<file path="src/rtl/cpu_pkg.sv">
// Shared CPU definitions: writeback-source encodings, handshake FSM states and
// the data-memory timeout length used when MEM_WB_TIMEOUT_EN is defined.
package cpu_pkg;

  localparam logic [1:0] SEL_ALU = 2'b00;
  localparam logic [1:0] SEL_DM  = 2'b01;
  localparam logic [1:0] SEL_B   = 2'b10;

  typedef logic [0:0] state_t;
  localparam state_t ST_IDLE = 1'b0;
  localparam state_t ST_BUSY = 1'b1;

  localparam int TIMEOUT_CYCLES = 16;

endpackage

</file>
<file path="src/rtl/mem_wb_stage_if.sv">
// Data-memory request/acknowledge bus between the MEM stage (master) and the
// data memory (slave).
interface mem_wb_stage_if;
  logic        dm_req;
  logic        dm_we;
  logic [15:0] dm_addr;
  logic [31:0] dm_wdata;
  logic        dm_ack;
  logic [31:0] dm_rdata;

  modport master (
    output dm_req, dm_we, dm_addr, dm_wdata,
    input  dm_ack, dm_rdata
  );

  modport slave (
    input  dm_req, dm_we, dm_addr, dm_wdata,
    output dm_ack, dm_rdata
  );
endinterface

</file>
<file path="src/rtl/dm_if_fsm.sv">
// Data-memory handshake controller: IDLE/BUSY tracking, request and stall
// generation. Optional access timeout enabled by macro MEM_WB_TIMEOUT_EN.
module dm_if_fsm
  import cpu_pkg::*;
(
  input  logic clk,
  input  logic rst,
  input  logic access,
  input  logic dm_ack,
  output logic dm_req,
  output logic mem_stall,
  output logic timeout,
  output logic dm_err
);

  state_t state;
  state_t state_next;

  always_comb begin
    state_next = state;
    case (state)
      ST_IDLE: if (access && !dm_ack) state_next = ST_BUSY;
      ST_BUSY: if (dm_ack || timeout) state_next = ST_IDLE;
      default: state_next = ST_IDLE;
    endcase
  end

  always_ff @(posedge clk) begin
    if (rst) state <= ST_IDLE;
    else     state <= state_next;
  end

  // Reset kills any outstanding request immediately, so a late ack finds IDLE.
  assign dm_req    = !rst && ((state == ST_IDLE && access) || state == ST_BUSY);
  assign mem_stall = dm_req && !dm_ack && !timeout;

`ifdef MEM_WB_TIMEOUT_EN
  logic [3:0] wait_cnt;
  logic       err_q;

  assign timeout = (state == ST_BUSY) && !dm_ack &&
                   (wait_cnt == 4'(TIMEOUT_CYCLES - 1));
  assign dm_err  = err_q;

  always_ff @(posedge clk) begin
    if (rst) begin
      wait_cnt <= '0;
      err_q    <= 1'b0;
    end else begin
      if (state_next == ST_IDLE)
        wait_cnt <= '0;
      else if (state == ST_BUSY && !dm_ack)
        wait_cnt <= wait_cnt + 4'd1;
      if (timeout)
        err_q <= 1'b1;
    end
  end
`else
  assign timeout = 1'b0;
  assign dm_err  = 1'b0;
`endif

endmodule

</file>
<file path="src/rtl/mem_wb_stage.sv">
// MEM/WB pipeline stage: drives the data-memory bus, selects writeback data and
// registers the WB outputs. Timeout support via macro MEM_WB_TIMEOUT_EN.
module mem_wb_stage
  import cpu_pkg::*;
(
  input  logic                  clk,
  input  logic                  rst,
  input  logic                  MEM_VALID,
  input  logic                  MEM_DM_WE,
  input  logic [31:0]           MEM_ALU_RES,
  input  logic [31:0]           MEM_muxB,
  input  logic [15:0]           MEM_DM_ADDR,
  input  logic [1:0]            MEM_RF_D_SEL,
  input  logic                  MEM_RF_WE,
  input  logic [4:0]            MEM_RF_WA,
  mem_wb_stage_if.master        dm,
  output logic                  MEM_STALL,
  output logic                  WB_VALID,
  output logic                  WB_RF_WE,
  output logic [4:0]            WB_RF_WA,
  output logic [31:0]           WB_RF_D,
  output logic                  DM_ERR
);

  logic        access;
  logic        dm_req;
  logic        timeout;
  logic [31:0] wb_d;

  assign access = MEM_VALID && (MEM_DM_WE || MEM_RF_D_SEL == SEL_DM);

  dm_if_fsm u_fsm (
    .clk       (clk),
    .rst       (rst),
    .access    (access),
    .dm_ack    (dm.dm_ack),
    .dm_req    (dm_req),
    .mem_stall (MEM_STALL),
    .timeout   (timeout),
    .dm_err    (DM_ERR)
  );

  // Bus fields are zeroed whenever no request is outstanding.
  assign dm.dm_req   = dm_req;
  assign dm.dm_we    = dm_req && MEM_DM_WE;
  assign dm.dm_addr  = dm_req ? MEM_DM_ADDR : 16'h0000;
  assign dm.dm_wdata = dm_req ? MEM_muxB    : 32'h0000_0000;

  always_comb begin
    wb_d = MEM_ALU_RES;
    case (MEM_RF_D_SEL)
      SEL_DM:  wb_d = dm.dm_rdata;
      SEL_B:   wb_d = MEM_muxB;
      default: wb_d = MEM_ALU_RES;
    endcase
  end

  // A stalled cycle inserts a bubble; a timed-out access retires without writing.
  always_ff @(posedge clk) begin
    if (rst) begin
      WB_VALID <= 1'b0;
      WB_RF_WE <= 1'b0;
      WB_RF_WA <= '0;
      WB_RF_D  <= '0;
    end else if (MEM_STALL) begin
      WB_VALID <= 1'b0;
      WB_RF_WE <= 1'b0;
    end else begin
      WB_VALID <= MEM_VALID;
      WB_RF_WE <= MEM_VALID && MEM_RF_WE && !MEM_DM_WE && !timeout;
      WB_RF_WA <= MEM_RF_WA;
      WB_RF_D  <= wb_d;
    end
  end

endmodule
</file>
<file path="src/flat_wrapper.sv">
// flat-port wrapper written by rule: the top's interface ports become plain ports
module mem_wb_stage_flat import cpu_pkg::*;
  (clk, rst, MEM_VALID, MEM_DM_WE, MEM_ALU_RES, MEM_muxB, MEM_DM_ADDR, MEM_RF_D_SEL, MEM_RF_WE, MEM_RF_WA, MEM_STALL, WB_VALID, WB_RF_WE, WB_RF_WA, WB_RF_D, DM_ERR, dm_dm_req, dm_dm_we, dm_dm_addr, dm_dm_wdata, dm_dm_ack, dm_dm_rdata);
  mem_wb_stage_if dm_i ();
  input  logic clk;
  input  logic rst;
  input  logic MEM_VALID;
  input  logic MEM_DM_WE;
  input  logic [31:0] MEM_ALU_RES;
  input  logic [31:0] MEM_muxB;
  input  logic [15:0] MEM_DM_ADDR;
  input  logic [1:0] MEM_RF_D_SEL;
  input  logic MEM_RF_WE;
  input  logic [4:0] MEM_RF_WA;
  output logic MEM_STALL;
  output logic WB_VALID;
  output logic WB_RF_WE;
  output logic [4:0] WB_RF_WA;
  output logic [31:0] WB_RF_D;
  output logic DM_ERR;
  output wire logic [$bits(dm_i.dm_req)-1:0] dm_dm_req;
  output wire logic [$bits(dm_i.dm_we)-1:0] dm_dm_we;
  output wire logic [$bits(dm_i.dm_addr)-1:0] dm_dm_addr;
  output wire logic [$bits(dm_i.dm_wdata)-1:0] dm_dm_wdata;
  input wire logic [$bits(dm_i.dm_ack)-1:0] dm_dm_ack;
  input wire logic [$bits(dm_i.dm_rdata)-1:0] dm_dm_rdata;
  assign dm_dm_req = dm_i.dm_req;
  assign dm_dm_we = dm_i.dm_we;
  assign dm_dm_addr = dm_i.dm_addr;
  assign dm_dm_wdata = dm_i.dm_wdata;
  assign dm_i.dm_ack = dm_dm_ack;
  assign dm_i.dm_rdata = dm_dm_rdata;
  mem_wb_stage u_core (.clk(clk), .rst(rst), .MEM_VALID(MEM_VALID), .MEM_DM_WE(MEM_DM_WE), .MEM_ALU_RES(MEM_ALU_RES), .MEM_muxB(MEM_muxB), .MEM_DM_ADDR(MEM_DM_ADDR), .MEM_RF_D_SEL(MEM_RF_D_SEL), .MEM_RF_WE(MEM_RF_WE), .MEM_RF_WA(MEM_RF_WA), .dm(dm_i), .MEM_STALL(MEM_STALL), .WB_VALID(WB_VALID), .WB_RF_WE(WB_RF_WE), .WB_RF_WA(WB_RF_WA), .WB_RF_D(WB_RF_D), .DM_ERR(DM_ERR));
endmodule
</file>
<file path="config.mk">
export PLATFORM = sky130hd
export DESIGN_NAME = mem_wb_stage_flat
export DESIGN_NICKNAME = d
export VERILOG_FILES = /design/src/rtl/cpu_pkg.sv /design/src/rtl/mem_wb_stage_if.sv /design/src/rtl/dm_if_fsm.sv /design/src/rtl/mem_wb_stage.sv /design/src/flat_wrapper.sv
export SDC_FILE = /design/constraint.sdc
export NUM_CORES = 1
export LEC_CHECK = 0
export BUFFER_PORTS_ARGS = -buffer_cell sky130_fd_sc_hd__clkbuf_2
export CAP_MARGIN = 20
export CORE_MARGIN = 3
export CORE_UTILIZATION = 29
export CTS_BUF_LIST = sky130_fd_sc_hd__clkbuf_2
export CTS_CLUSTER_SIZE = 10
export DETAILED_ROUTE_END_ITERATION = 10
export PLACE_DENSITY = 0.67
export SLEW_MARGIN = 5
export SYNTH_ARGS = -nofsm -noshare
export SYNTH_HDL_FRONTEND = slang
export SYNTH_SLANG_ARGS = --single-unit
</file>
<file path="constraint.sdc">
create_clock -name clk -period 1.8 [get_ports clk]
set_clock_uncertainty 0.05 [all_clocks]
set_input_delay 0.09 -clock clk [delete_from_list [all_inputs] [get_ports clk]]
set_output_delay 0.09 -clock clk [all_outputs]
set_load 0.01 [all_outputs]
</file>
==> results.md, run 1 <==
| Parameter | Reported | Unit |
|:---|:---|:---|
| First-pass GRT wire length | 14700 | um |
| H-tree levels | 2 | - |
| Total length of routed wires | 9980 | um |
| Total inserted antenna cells | 0 | - |
| DRC violation count after routing | 0 | - |
| Classification of the worst setup path | reg -> out | - |
| Fraction of final layout cells sized beyond drive strength 1 | 62.7 | % |
| Clock latency at the later pin of the worst-skew pair | 390 | ps |
| Final RePlAce weighted congestion | 0.910 | - |
| Sort of element at the start of the critical path | register | - |
| Most area-hungry cell type in the Yosys netlist | dfxtp_1 | - |
| Final-report setup violation count | 60 | - |
| Final net count | 625 | - |
| Largest driver fanout on the critical path | 8 | - |
| Area after detailed placement | 3620 | um2 |
| Synthesized net count | 402 | - |
| TritonCTS clock tree | yes | - |
| Number of search-and-repair iterations in the first detailed-routing pass | 4 | - |
| Worst endpoint data arrival time | 1760 | ps |
| Top achievable clock speed | 0.525 | GHz |
| Number of global-route vias before repair | 2981 | - |
| Type of destination of the critical path | output port | - |
| Largest net degree at the start of global routing | 41 | - |
| Horizontal extent of the die | 97.6 | um |
| Slew at the pin closest to its max-slew limit | 673 | ps |
| Total clock sinks | 40 | - |
| WL/cell | 16.6 | um |
| Result of the run | complete, but fails checks | - |
| Synth Instances | 275 | - |
| DRC marker count from the first detailed-route iteration | 63 | - |
| Remaining Overflow, GRT | 0 | - |
| Die area | 9530 | um2 |
| Peak supply drop | 0.000378 | V |
| ANT nets after route | 0 | - |
| Worst Path Required | 1660 | ps |
| Cell area after layout | 4330 | um2 |
| Register bit count reported by yosys | 40 | - |
| Worst setup slack after layout | -104 | ps |
| Netlist area before placement | 2430 | um2 |
| Number of ports placed on the die boundary | 216 | - |
| Total number of vias | 2991 | - |
| All-Layer GR Usage | 18.7 | % |
| Clock tree buffer depth | 2 | - |
| Area added between synthesis and finish | 77.6 | % |
| Clock slew at reported path FFs | 220 | ps |
| Overall power | 0.00248 | W |
| Setup repair after global routing missed its margin | yes | - |
| Time the worst path needs with I/O delays and setup | 1900 | ps |
| Fin. max-slew vios | 0 | - |
| Initial core utilization | 30.7 | % |
| Area of the core | 7930 | um2 |
| Number of core rows | 32 | - |
| Maximum capacitance violations | 0 | - |
| Buffer type at the clock tree root | clkbuf_2 | - |
| Class of the worst hold path | in -> reg | - |
| Tightest slew margin relative to the limit | 55.2 | % |
| Biggest area contributors in the synthesized netlist | dfxtp_1 33%, mux2_2 13%, and2_1 13%, a221oi_1 12%, nor2b_1 8.2% | - |
| Number of buffer cells added on primary ports | 214 | - |
| Final core utilization | 54.6 | % |
| Area fraction of the dominant cell type after synthesis | 32.9 | % |
| Netlist cell types | 22 | - |
| Register area share after synthesis | 32.9 | % |
| Average footprint of a synthesized cell | 8.85 | um2 |
| Leak | 2.20 | nW |
| Final Hold Viols | 0 | - |
| Clock buffer count from CTS | 5 | - |
| Vias per cell | 4.98 | - |
| Period utilization | 106 | % |
| Number of antenna violations at the first check in global routing | 0 | - |
| Yosys warning count | 0 | - |
| Vertical extent of the die | 97.6 | um |
| Final HPWL from detailed placement | 6890 | um |
| Power per cell area | 574 | nW/um2 |
| Violations in the final reports | setup timing | - |
## worst max-delay path: stages, from the launching register on
cell	delay, ps
dfxtp_2	410
nor3_4	40
buf_6	120
nor3_4	250
buf_6	170
clkbuf_16	150
and2_4	140
buf_6	90
## final cells by class
cell class,count,area (um2)
fillers,728,3600
inverters,11,41.3
clock buffers,5,25.0
well taps,102,128
clock inverters,3,37.5
flip-flops and latches,40,802
multi-input cells,196,1570
repair buffers,244,1720
## where the power goes
part	switching [W]	internal (W)	total (W)
clock	0.000292	0.000227	0.000519
combinational	0.000420	0.000522	0.000942
sequential	0.0000444	0.000976	0.00102
total	0.000756	0.00172	0.00248
## state kept, by name, indices dropped and copies added, names as in the netlist
signal and cells:
u_core.WB_RF_D 32, u_core.u_fsm.state 1, u_core.WB_VALID 1, u_core.WB_RF_WA 5, u_core.WB_RF_WE 1
## cells in the final DEF, fill, tap and decap left out, types with 2 or more instances in the layout
cell,instances
buf_6,41
bufbuf_16,2
clkbuf_2,183
o21ai_0,5
dfxtp_1,39
buf_12,4
buf_4,5
nor3_4,2
mux2_4,3
nor2b_1,32
nor3_1,32
and2_4,33
o311ai_0,5
mux2_2,29
dlygate4sd3_1,9
inv_1,10
clkinv_1,2
and2_1,16
a221oi_1,32
clkbuf_16,3
## Yosys cell counts, drive strengths merged
cell type / instances
and2: 49
dfxtp: 40
nor3: 34
a221oi: 32
mux2: 32
nor2b: 32
clkbuf: 22
inv: 11
buf: 6
o21ai: 5
o311ai: 5
ha: 2
conb: 1
nor2: 1
nor3b: 1
o211ai: 1
or4: 1
## final timing paths
check / endpoint / slack, ps / cells past startpoint / from
max: dm_dm_wdata[31] / -100 / 7 / u_core.u_fsm.state
min reg2reg: u_core.WB_RF_WA[3] / 440 / 2 / u_core.WB_RF_WA[3]
min: u_core.WB_RF_WA[3] / 30 / 3 / dm_dm_ack
max reg2reg: u_core.WB_RF_D[27] / -60 / 6 / u_core.u_fsm.state
## kinds of logic after synthesis
logic type	count (synthesis)	synth area share, %
flip-flops	40	32.9
multiplexers	32	15.3
adder cells (fa/ha/maj)	2	1.03
AO/OA/AOI/OAI	43	14.6
AND/OR/NAND/NOR	118	28.9
buffers and inverters	39	7.09
other	1	0.154
## metrics by stage
step	instances	hold WS, ps	setup TNS (ps)	setup slack [ps]
after floorplan	275	116	0	147
after global placement	571	308	0	116
after CTS	593	10.9	-2740	-89.9
after detailed placement	571	312	0	105
after global routing	601	5.24	-8920	-207
final	601	32.5	-3430	-104
## routing by layer
metal	share of wire, %	GRT usage (%)	up-vias
met5	0	0	-
met4	1.3	4.47	0
met3	9.7	5.96	13
met2	50	33.4	160
met1	39	21.6	1385
li1	-	-	1433
## repair_timing
item,4_1_cts,5_1_grt
hold endpoints to repair,7,0
pin swaps,0,36
gates cloned,2,4
hold buffers,9,0
gates resized for setup,7,111
buffers inserted,3,4
setup endpoints to repair,50,69
No activity file was read; power rests on OpenSTA's default activity.
==> run 2, diff against run 1 <==
--- a/constraint.sdc
+++ b/constraint.sdc
@@ -4,2 +4,2 @@
 set_output_delay 0.09 -clock clk [all_outputs]
-set_load 0.01 [all_outputs]
+set_load 0.1 [all_outputs]
==> run 2 against run 1 <==
The run still ends with setup timing left. Via count fell by 1.1%. Largest power group is now combinational cells. Wire length fell by 0.43%. Sequential share of layout area fell by 2.0 points. Critical path type unchanged. Clock-buffer cell count stayed put. Non-clock buffer count is 1 lower.
==> results.md, run 2 (same netlist as run 1, synthesis figures left out) <==
| Parameter | Reported | Unit | vs previous |
|:---|:---|:---|:---|
| Result of the run | complete, but fails checks | - | unchanged |
| Number of core rows | 32 | - | unchanged |
| Worst setup slack after layout | -154 | ps | was -104 ps |
| Fin. max-slew vios | 0 | - | unchanged |
| Total clock sinks | 40 | - | unchanged |
| Reg-to-Reg End | u_core.WB_RF_D[22] | - | was u_core.WB_RF_D[27] |
| Remaining Overflow, GRT | 0 | - | unchanged |
| Worst Hold End | u_core.WB_RF_D[9] | - | was u_core.WB_RF_WA[3] |
| Number of placed instances, taps included | 574 | - | was 571 |
| Clock latency at the later pin of the worst-skew pair | 400 | ps | was 390 ps |
| Ordered list of cells on the worst path | nor3_2, buf_4, nor3_4, buf_6, and2_2, buf_12 | - | was nor3_4, buf_6, nor3_4, buf_6, clkbuf_16, and2_4, buf_6 |
| DRC violation count after routing | 0 | - | unchanged |
| Initial core utilization | 30.7 | % | unchanged |
| Final hold slack | 33.4 | ps | was 32.5 ps |
| Worst Min Path Start | MEM_ALU_RES[9] | - | was dm_dm_ack |
| Largest driver fanout on the critical path | 17 | - | was 8 |
| First-pass GRT wire length | 15700 | um | was 14700 um |
| ANT nets after route | 0 | - | unchanged |
| Fillers | 683 | - | was 728 |
| Peak supply drop | 0.000487 | V | was 0.000378 V |
| Period utilization | 109 | % | was 106% |
| Time the worst path needs with I/O delays and setup | 1950 | ps | was 1900 ps |
| H-tree levels | 2 | - | unchanged |
| Setup repair after global routing missed its margin | yes | - | unchanged |
| Flop-to-flop setup slack | 50 | ps | was -60 ps |
| Total length of routed wires | 9930 | um | was 9980 um |
| Vias per cell | 4.93 | - | was 4.98 |
| Total inserted antenna cells | 0 | - | unchanged |
| Final net count | 624 | - | was 625 |
| Fraction of final layout cells sized beyond drive strength 1 | 65.9 | % | was 62.7% |
| Largest register by flop count | u_core.WB_RF_D | - | unchanged |
| Number of global-route vias before repair | 3147 | - | was 2981 |
| Worst r2r src | u_core.u_fsm.state | - | unchanged |
| Horizontal extent of the die | 97.6 | um | unchanged |
| DRC marker count from the first detailed-route iteration | 51 | - | was 63 |
| Worst Path Required | 1660 | ps | about the same |
| Final-report setup violation count | 50 | - | was 60 |
| Biggest registers after layout | u_core.WB_RF_D (32), u_core.WB_RF_WA (5) | - | unchanged |
| Worst endpoint data arrival time | 1810 | ps | was 1760 ps |
| Number of ports placed on the die boundary | 216 | - | unchanged |
| Final RePlAce weighted congestion | 0.878 | - | was 0.910 |
| Clock slew at reported path FFs | 230 | ps | was 220 ps |
| Final Hold Viols | 0 | - | unchanged |
| All-Layer GR Usage | 20.3 | % | was 18.7% |
| Number of cell instances on the worst register-to-register path | 6 | - | unchanged |
| Number of standard cells in the final layout excluding fillers | 600 | - | was 601 |
| Type of destination of the critical path | output port | - | unchanged |
| Classification of the worst setup path | reg -> out | - | unchanged |
| Die area | 9530 | um2 | unchanged |
| Buffer type at the clock tree root | clkbuf_2 | - | unchanged |
| Number of buffer cells added on primary ports | 214 | - | unchanged |
| Clock tree buffer depth | 2 | - | unchanged |
| Total number of vias | 2959 | - | was 2991 |
| Final HPWL from detailed placement | 7560 | um | was 6890 um |
| Sort of element at the start of the critical path | register | - | unchanged |
| Slowest-stage cell, CP | dfxtp_2 | - | unchanged |
| Commonest cells after routing, fill and taps aside | 168 x clkbuf_2, 53 x buf_12, 45 x and2_4 | - | was 183 x clkbuf_2, 41 x buf_6, 39 x dfxtp_1 |
| Tightest slew margin relative to the limit | 57.1 | % | was 55.2% |
| Top achievable clock speed | 0.512 | GHz | was 0.525 GHz |
| Leading cell type in the layout, fill and taps excluded | clkbuf_2 | - | unchanged |
| Power per cell area | 783 | nW/um2 | was 574 nW/um2 |
| Class of the worst hold path | in -> reg | - | unchanged |
| Slowest stage delay, CP | 390 | ps | was 410 ps |
| Final core utilization | 61.3 | % | was 54.6% |
| Violations in the final reports | setup timing | - | unchanged |
| Area added between synthesis and finish | 99.4 | % | was 77.6% |
| Instance count along the most critical hold path | 4 | - | was 3 |
| Area of the core | 7930 | um2 | unchanged |
| Largest net degree at the start of global routing | 42 | - | was 41 |
| Number of search-and-repair iterations in the first detailed-routing pass | 4 | - | unchanged |
| Slew at the pin closest to its max-slew limit | 643 | ps | was 673 ps |
| Maximum capacitance violations | 0 | - | unchanged |
| TritonCTS clock tree | yes | - | unchanged |
| WL/cell | 16.6 | um | about the same |
| Vertical extent of the die | 97.6 | um | unchanged |
| Flip-flop count of the largest register, all copies and words added | 32 | - | unchanged |
| Leak | 2.32 | nW | was 2.20 nW |
| Number of antenna violations at the first check in global routing | 0 | - | unchanged |
| Setup Total Neg Slack | -6460 | ps | was -3430 ps |
| Clock buffer count from CTS | 5 | - | unchanged |
==> run 2: changes by cell type in the layout (fill, tap and decap cells not counted), sizes merged, moves of 2 or more <==
cell         before  now
clkbuf          186  168
dlygate4sd3       9   11
buf              52   69
bufbuf            2    0
clkinv            2    0
bufinv            1    3
==> run 2: worst max-delay path, delay by kind of cell, from the launching register on <==
family                 cells  cell delay (ps)
DFF                        1              390
buffers and inverters      3              540
and+or+nand+nor            3              470
==> run 2: final cells by class <==
| cell class | count | area [um2] | share of cell area [%] |
|---|---|---|---|
| Clock buffer | 5 | 25.0 | 0.515 |
| Sequential cell | 40 | 802 | 16.5 |
| Inverter | 11 | 45.0 | 0.928 |
| Timing Repair Buffer | 243 | 2170 | 44.6 |
| Multi-Input combinational cell | 196 | 1600 | 33.0 |
| Clock inverter | 3 | 90.1 | 1.86 |
| Tap cell | 102 | 128 | 2.63 |
==> run 2: worst max-delay path by stage <==
stage,start,endpoint,slack [ps],cells past startpoint
detailed placement,MEM_RF_D_SEL[1],dm_dm_wdata[22],70,9
finish,u_core.u_fsm.state,dm_dm_wdata[31],-150,6
CTS,u_core.u_fsm.state,dm_dm_addr[5],-210,7
global route,u_core.u_fsm.state,dm_dm_addr[0],-290,6
global placement,MEM_RF_D_SEL[1],u_core.WB_RF_D[6],100,7
floorplan,MEM_RF_D_SEL[1],dm_dm_addr[10],-110,7
==> run 2: where the power goes <==
part / switching, W / internal [W]
Sequential: 0.0000434 / 0.000976
Clock: 0.000304 / 0.000513
Combinational: 0.00135 / 0.000610
==> run 2: repair_timing <==
item,in CTS,in global routing
endpoints found under the setup margin,51,65
hold buffers,11,0
gates resized for setup,32,20
pin swaps,2,1
buffers inserted,6,1
hold endpoints to repair,7,0
cloned,3,0
==> run 2: metrics by stage <==
step	worst slack [ps]	power, W	instance area [um2]
finish	-154	0.00380	4860
global route	-286	0.00395	4860
CTS	-207	0.00384	4880
detailed placement	73.4	0.00294	4470
global placement	104	0.00291	4470
floorplan	-105	0.00238	2510
==> run 2: per-layer routing <==
metal / up-vias / wire length [um] / global-route usage (%)
li1: 1434 / - / -
met1: 1368 / 3840 / 22.1
met2: 145 / 5200 / 38.5
met3: 12 / 791 / 5.67
met4: 0 / 107 / 5.01
met5: - / 0 / 0
